--- config.mk ---
export PLATFORM = sky130hd
export DESIGN_NAME = bank_write_sequencer
export DESIGN_NICKNAME = d
export VERILOG_FILES = /design/src/rtl/bank_write_sequencer.sv
export SDC_FILE = /design/constraint.sdc
export NUM_CORES = 1
export LEC_CHECK = 0
export CAP_MARGIN = 20
export CORE_ASPECT_RATIO = 0.7
export CORE_MARGIN = 8
export CORE_UTILIZATION = 56
export CTS_CLUSTER_DIAMETER = 80
export DETAILED_ROUTE_END_ITERATION = 8
export DONT_BUFFER_PORTS = 1
export HOLD_SLACK_MARGIN = 0.02
export PLACE_DENSITY = 0.74
export SETUP_SLACK_MARGIN = 0.4
export SYNTH_ARGS = -nofsm -noshare
export SYNTH_HDL_FRONTEND = slang
export SYNTH_SLANG_ARGS = --single-unit
--- constraint.sdc ---
create_clock -name clk -period 1.6 [get_ports clk]
set_input_delay 0.24 -clock clk [delete_from_list [all_inputs] [get_ports clk]]
set_output_delay 0.24 -clock clk [all_outputs]
set_load 0.05 [all_outputs]
--- src/rtl/bank_write_sequencer.sv ---
// Round-robin write sequencer: sample k lands in bank k mod N at row k / N.
// Pulses done together with the final write so the read side can sweep in the same order.
module bank_write_sequencer #(
   parameter  int unsigned MAX_CNT          = 1024,
   parameter  int unsigned DATA_WIDTH       = 16,
   parameter  int unsigned N_REGISTERSBANKS = 8,
   localparam int unsigned BANK_WIDTH       = $clog2(N_REGISTERSBANKS),
   localparam int unsigned N_ROWS           = MAX_CNT / N_REGISTERSBANKS,
   localparam int unsigned ADDR_WIDTH       = (N_ROWS > 1) ? $clog2(N_ROWS) : 1,
   localparam int unsigned CNT_WIDTH        = $clog2(MAX_CNT + 1)
) (
   input  logic                        clk,
   input  logic                        rst,
   input  logic                        start,
   input  logic                        in_valid,
   input  logic [DATA_WIDTH-1:0]       in_data,
   output logic                        in_ready,
   output logic [N_REGISTERSBANKS-1:0] wr_en,
   output logic [ADDR_WIDTH-1:0]       wr_addr,
   output logic [DATA_WIDTH-1:0]       wr_data,
   output logic                        busy,
   output logic                        done,
   output logic [CNT_WIDTH-1:0]        count
);

   typedef enum logic [1:0] {
      IDLE = 2'd0,
      FILL = 2'd1,
      DONE = 2'd2
   } state_t;

   state_t                      state_q, state_d;
   logic [BANK_WIDTH-1:0]       bank_idx_q, bank_idx_d;
   logic [ADDR_WIDTH-1:0]       row_q, row_d;
   logic [CNT_WIDTH-1:0]        count_q, count_d;
   logic [N_REGISTERSBANKS-1:0] wr_en_q, wr_en_d;
   logic [ADDR_WIDTH-1:0]       wr_addr_q, wr_addr_d;
   logic [DATA_WIDTH-1:0]       wr_data_q, wr_data_d;
   logic                        done_q, done_d;

   logic accept;
   logic last_sample;
   logic last_bank;

   // Ready depends on state alone, so there is no path from in_valid to in_ready.
   assign in_ready    = (state_q == FILL);
   assign accept      = in_valid && in_ready;
   assign last_sample = (count_q == CNT_WIDTH'(MAX_CNT - 1));
   assign last_bank   = (bank_idx_q == BANK_WIDTH'(N_REGISTERSBANKS - 1));

   always_ff @(posedge clk or posedge rst) begin
      if (rst) begin
         state_q    <= IDLE;
         bank_idx_q <= '0;
         row_q      <= '0;
         count_q    <= '0;
         wr_en_q    <= '0;
         wr_addr_q  <= '0;
         wr_data_q  <= '0;
         done_q     <= 1'b0;
      end else begin
         state_q    <= state_d;
         bank_idx_q <= bank_idx_d;
         row_q      <= row_d;
         count_q    <= count_d;
         wr_en_q    <= wr_en_d;
         wr_addr_q  <= wr_addr_d;
         wr_data_q  <= wr_data_d;
         done_q     <= done_d;
      end
   end

   always_comb begin
      state_d    = state_q;
      bank_idx_d = bank_idx_q;
      row_d      = row_q;
      count_d    = count_q;
      wr_en_d    = '0;
      wr_addr_d  = wr_addr_q;
      wr_data_d  = wr_data_q;
      done_d     = 1'b0;

      case (state_q)
         IDLE: begin
            if (start) begin
               state_d    = FILL;
               bank_idx_d = '0;
               row_d      = '0;
               count_d    = '0;
            end
         end

         FILL: begin
            if (accept) begin
               wr_en_d[bank_idx_q] = 1'b1;
               wr_addr_d           = row_q;
               wr_data_d           = in_data;
               count_d             = count_q + CNT_WIDTH'(1);
               // The final accept parks the indices instead of stepping past the last row.
               if (last_sample) begin
                  state_d    = DONE;
                  done_d     = 1'b1;
                  bank_idx_d = '0;
                  row_d      = '0;
               end else if (last_bank) begin
                  bank_idx_d = '0;
                  row_d      = row_q + ADDR_WIDTH'(1);
               end else begin
                  bank_idx_d = bank_idx_q + BANK_WIDTH'(1);
               end
            end
         end

         DONE: begin
            state_d = IDLE;
         end

         default: begin
            state_d = IDLE;
         end
      endcase
   end

   assign wr_en   = wr_en_q;
   assign wr_addr = wr_addr_q;
   assign wr_data = wr_data_q;
   assign done    = done_q;
   assign count   = count_q;
   assign busy    = (state_q != IDLE);

endmodule

# Word level (Yosys, flattened, before mapping)
# Cells that the tools add are included.
# totals
output_inout_bits	45
word_cells	53
reg_bits	55
input_bits	20
# op_classes
n_eq_ne	7
add_sub_neg	3
reduce_logical	9
order_cmp	2
muxes	24
# op_table
cell	n
2-to-1 mux 7 bit	4
2-to-1 mux 11 bit	2
case mux 11 bit (2 select lines)	1
2-to-1 mux 8 bit	2
case mux 7 bit (2 select lines)	1
2-to-1 mux 3 bit	4
adder 11 x 1 -> 11 bit, second input constant	1
equality test 11 x 10 -> 1 bit, second input constant	1
adder 7 x 1 -> 7 bit, second input constant	1
2-to-1 mux 2 bit	3
case mux 3 bit (2 select lines)	1
AND reduction 3 bit	2
less-than comparator 3 x 4 -> 1 bit, second input constant	1
2-to-1 mux 1 bit	4
inequality test 2 x 1 -> 1 bit, second input constant	2
case mux 2 bit (2 select lines)	1
AND reduction 4 bit	1
nonzero test 2 bit	2
adder 3 x 1 -> 3 bit, second input constant	1
demux 1 bit (select 3 bit)	1
equality test 3 bit, second input constant	1
>= comparator 3 x 1 -> 1 bit, second input constant	1
inequality test 3 x 1 -> 1 bit, second input constant	1
equality test 2 x 1 -> 1 bit, second input constant	1
other kinds (4)	5

# Longest topological paths before layout
# Gate-level depths: netlist of the first run.
# logic_depth
ltp_word	6
mapped_depth	6
ltp_nobuf	6

# Worst setup path after synthesis of the first run
# OpenSTA, ideal clock, no wires.
# synth_path
path_type	reg-to-reg
start	register count_q[0] (netlist: count[0])
end	register state_q[0]
n_path_buf	0
setup_time_ns	0.124
period_less_slack_ns	1.919
arrival_time_ns	1.795
t_required_ns	1.476
stages_incl_launch_ff	5
path_slack_ns	-0.319
cell_sequence	dfrtp_1 ha_1 nand4_1 o31a_1 a211o_1
# synth_between
elab_chain_len	3
# synth_rtl
element	line	rtl
start: declaration	35	logic [CNT_WIDTH-1:0] count_q, count_d;
start signal: assignment	65	count_q <= count_d;
equality test 11 x 10 -> 1 bit	48	assign last_sample = (count_q == CNT_WIDTH'(MAX_CNT - 1));
inequality test 2 x 1 -> 1 bit (no source line)	n/a	
AND reduction 3 bit (no source line)	n/a	
end signal: assignment	62	state_q <= state_d;
end: declaration	32	state_t state_q, state_d;
# No other way between the ends.
# A chain may end at the register's enable or synchronous reset.

# Final worst setup path of the first run
# layout_path
start	register state_q[0]
end	register bank_idx_q[0]
# layout_between
elab_chain_len	4
word_cells_on_any_way	8
cone_classes	eq/ne (3); mux (1); reduce/logical (4)
# layout_rtl
element	line	rtl
equality test 2 x 1 -> 1 bit	46, 83	
logical AND 1 bit	47	assign accept = in_valid && in_ready;
inequality test 2 x 1 -> 1 bit (no source line)	n/a	
AND reduction 3 bit (no source line)	n/a	
end signal: assignment	63	bank_idx_q <= bank_idx_d;
end: declaration	33	logic [BANK_WIDTH-1:0] bank_idx_q, bank_idx_d;
# Several ways; a longest one is shown, not always the timed one.

==> impl_metrics.py, run 1 <==
metrics = {
    "global_route": {
        "grt_pass1_vias": 1917,
        "grt_max_degree": 41,
        "overflow": 0,
        "grt_pass1_wl_um": 9694,
        "grt_use_total_pct": 18.45,
        "antenna_found_initial": 0,
    },
    "detailed_routing": {
        "drt_first_pass_iters": 4,
        "viasPerCell": 5.722,
        "ant_nets": 0,
        "drc_errors": 0,
        "wl_per_cell_um": 19.75,
        "num_vias": 1957,
        "wirelength_um": 6756,
        "first_iter_violations": 113,
    },
    "layout": {
        "drive_gt1_share_pct": 45.17,
        "multiInputGateArea_um2": 1184,
        "fillers": 226,
        "nNetsFinal": 313,
        "instances_no_fill": 342,
        "seq_area_um2": 1415,
        "syn_to_final_growth_pct": 42.54,
        "num_antenna_cells": 0,
    },
    "yosys": {
        "syn_area_um2": 2374,
        "async_flop_share_pct": 100.0,
        "synth-main-ff-cell": "dfrtp_1",
        "synth-seq-area-share_pct": 57.99,
        "synth_cells": 240,
        "avgSynthCellArea_um2": 9.890,
        "ys_seq_elements": 55,
        "syn_nets": 264,
        "synth.distinct_cells": 40,
        "synth_edf_count": 0,
        "synth_warnings": 0,
    },
    "critical_path": {
        "startpoint_type": "register",
        "cp-end-kind": "register",
        "cp.required_ns": 1.81,
        "crit_arrival_ns": 1.86,
        "cp_top_family": "compound AO/OA/AOI/OAI gates",
        "critPathMaxFanout": 7,
        "r2r_cells": 5,
        "timing.rr.end": "bank_idx_q[0]",
        "cp_num_buf_inv": 1,
        "ff2ff_setup_slack_ns": -0.04,
        "slowest_delay_ns": 0.42,
        "rr_startpoint": "state_q[0]",
        "crit_slowest_cell": "dfrtp_1",
        "path_cells": "buf_6, and2b_2, o31a_1, nand2_2, o31ai_2",
        "worst-setup-path-type": "register to register",
    },
    "die": {
        "start_util_pct": 59.43,
        "rows": 19,
        "ios": 65,
        "die_w_um": 93.82,
        "core-area_um2": 3994,
        "dieArea_um2": 6611,
        "die_y_um": 70.47,
    },
    "power_and_ir_drop": {
        "p_seq_share_pct": 48.8,
        "leakagePower_nw": 1.509,
        "power.internal_mw": 2.693,
        "clockPowerShare_pct": 21.4,
        "p_per_area_nw_per_um2": 1341,
        "p_comb_share_pct": 29.8,
        "switching_power_mw": 1.845,
        "vdd_drop_max_mv": 1.439,
        "p_sw_share_pct": 40.65,
        "total_power_mw": 4.538,
    },
    "timing": {
        "fin_ws_ns": -0.04326,
        "tns_ns": -0.04326,
        "maxSlewHeadroom_pct": 67.52,
        "fin_skew_ns": 0.01171,
        "fin_crit_ns": 1.643,
        "rsz0062_at_grt": "yes",
        "setup-violations-final": 1,
        "post-route-period-util_pct": 102.7,
        "max_freq_mhz": 608.5,
        "maxSlewViolCount": 0,
        "tightest_slew_ns": 0.4872,
        "hold_viol_final": 0,
    },
    "cts": {
        "htree_levels": 2,
        "cts_root_buffer": "clkbuf_8",
        "cts_tree": "yes",
        "clkSinkCount": 55,
        "numCtsBuffers": 5,
        "ctsLongestPathBuffers": 2,
        "path_clk_slew_ns": 0.10,
        "insertion_delay_ns": 0.31,
    },
    "placement": {
        "placed_cells": 309,
        "io_buffers": 0,
        "routabilityCongestion": 0.8255,
        "dp_hpwl_um": 3896,
    },
    "outcome": {
        "violations": "setup timing",
        "outcome": "complete, but fails checks",
    },
    "run": {
        "maxCapViolCount": 0,
    },
    "min_path": {
        "whs_path_depth": 2,
        "hp-start": "in_data[13]",
        "hold_path.class": "input pin to register",
        "holdPathEnd": "wr_data[13]",
    },
}
synthesized netlist by cell type, types with 2 or more instances:
master     instances  area [um^2]
nand4_1            4        25.02
or3_1              2        12.51
a31oi_1            2        12.51
and4_1             3        26.28
and3_1             2        12.51
buf_4              2        15.01
o31ai_1            4        30.03
clkbuf_1           2        7.510
nand3_1           10        50.05
o2111ai_1          2        17.52
a21oi_1            4        20.02
nor2_1            14        52.55
inv_1              3        11.26
ha_1               4        50.05
o21ai_0            2        10.01
or2_2              3        18.77
dfrtp_1           55         1376
nand2b_1           3        18.77
nor3_1             6        30.03
xor2_1             6        52.55
o21ai_1            3        15.01
buf_2              4        20.02
a22o_1             4        35.03
nand2_1           80        300.3
kinds of logic (layout without fill, tap and decap cells):
group / Yosys count / after routing / synth area share [%]
XOR/XNOR: 6 / 6 / 2.214
AO/OA/AOI/OAI: 25 / 25 / 7.855
AND/OR/NAND/NOR: 137 / 137 / 26.67
multiplexers: 2 / 2 / 0.8961
buffers and inverters: 11 / 61 / 2.267
adder cells (fa/ha/maj): 4 / 4 / 2.109
flip-flops: 55 / 55 / 57.99
routing by layer:
metal | GRT usage (%) | routed length (um)
met1 | 23.27 | 2735
met2 | 29.12 | 3366
met3 | 5.977 | 482
met4 | 5.779 | 171
met5 | 0 | 0
state kept, by name, indices dropped and copies added (netlist names):
register and flops:
wr_data 16, wr_addr 7, wr_en 8, done 1, bank_idx_q 3, state_q 2, count 11, row_q 7
power by group through the flow:
stage | Clock, mW | Sequential (mW) | Combinational, mW
2_1_floorplan | 0 | 2.48 | 0.404
3_3_place_gp | 0 | 2.20 | 0.997
3_5_place_dp | 0 | 2.21 | 1.02
4_1_cts | 0.987 | 2.20 | 1.18
5_1_grt | 1.05 | 2.24 | 1.46
6_report | 0.971 | 2.21 | 1.35
final cells by class:
class                           instances  share of cell area [%]
Clock buffer                            6                   2.441
Clock inverter                          2                   1.146
Inverter                                3                  0.4438
Multi-Input combinational cell        174                   34.99
Sequential cell                        55                   41.83
Tap cell                               52                   1.923
Timing Repair Buffer                   50                   17.23
worst register-to-register path: cells and delay by family (launching register included):
family / cells / cell delay [ns]
and+or+nand+nor: 2 / 0.37
AOI/OAI and AO/OA: 2 / 0.62
DFF: 1 / 0.42
buffers and inverters: 1 / 0.14
through the flow:
| step | cell area, um^2 | util, % | setup slack [ns] | hold slack, ns |
|---|---|---|---|---|
| final | 3383 | 84.71 | -0.04326 | 0.03073 |
| after global routing | 3383 | 84.71 | -0.09934 | 0.02103 |
| after CTS | 3146 | 78.76 | 0.04720 | 0.02418 |
| after detailed placement | 2653 | 66.42 | 0.02924 | 0.1056 |
| after global placement | 2653 | 66.42 | 0.09128 | 0.1032 |
| after floorplan | 2460 | - | -0.04063 | 0.3138 |
layout by cell type, fill, tap and decap left out, drive strengths merged, types with 5 or more instances in the layout:
cell type and n:
nand2 81, dfrtp 55, o21ai 5, clkbuf 6, o31ai 5, buf 43
dlygate4sd3 7, xor2 6, nor2 15, nand3 10, nor3 7
repair_timing:
item | 4_1_cts | 5_1_grt
gates cloned | 1 | 0
buffers inserted | 15 | 2
endpoints found under the setup margin | 65 | 80
hold buffers | 1 | 6
endpoints found under the hold margin | 15 | 6
pin swaps | 22 | 10
resized for setup | 63 | 39
how the worst max path moves through the flow:
stage / from / to / slack, ns / depth (start not counted)
4_1_cts: count[0] / row_q[5] / 0.05 / 5
2_1_floorplan: count[0] / state_q[0] / -0.04 / 4
6_report: state_q[0] / bank_idx_q[0] / -0.04 / 5
5_1_grt: count[1] / bank_idx_q[0] / -0.1 / 5
3_5_place_dp: count[1] / row_q[5] / 0.03 / 5
3_3_place_gp: count[0] / row_q[5] / 0.09 / 5
Note: power is estimated with default switching activity, not from simulation.
==> run 2, diff against run 1 <==
GPL_ROUTABILITY_DRIVEN = 0   (was unset)
==> results of run 2 <==
Same layout as run 1: the final DEF is identical, and so are final timing and power.
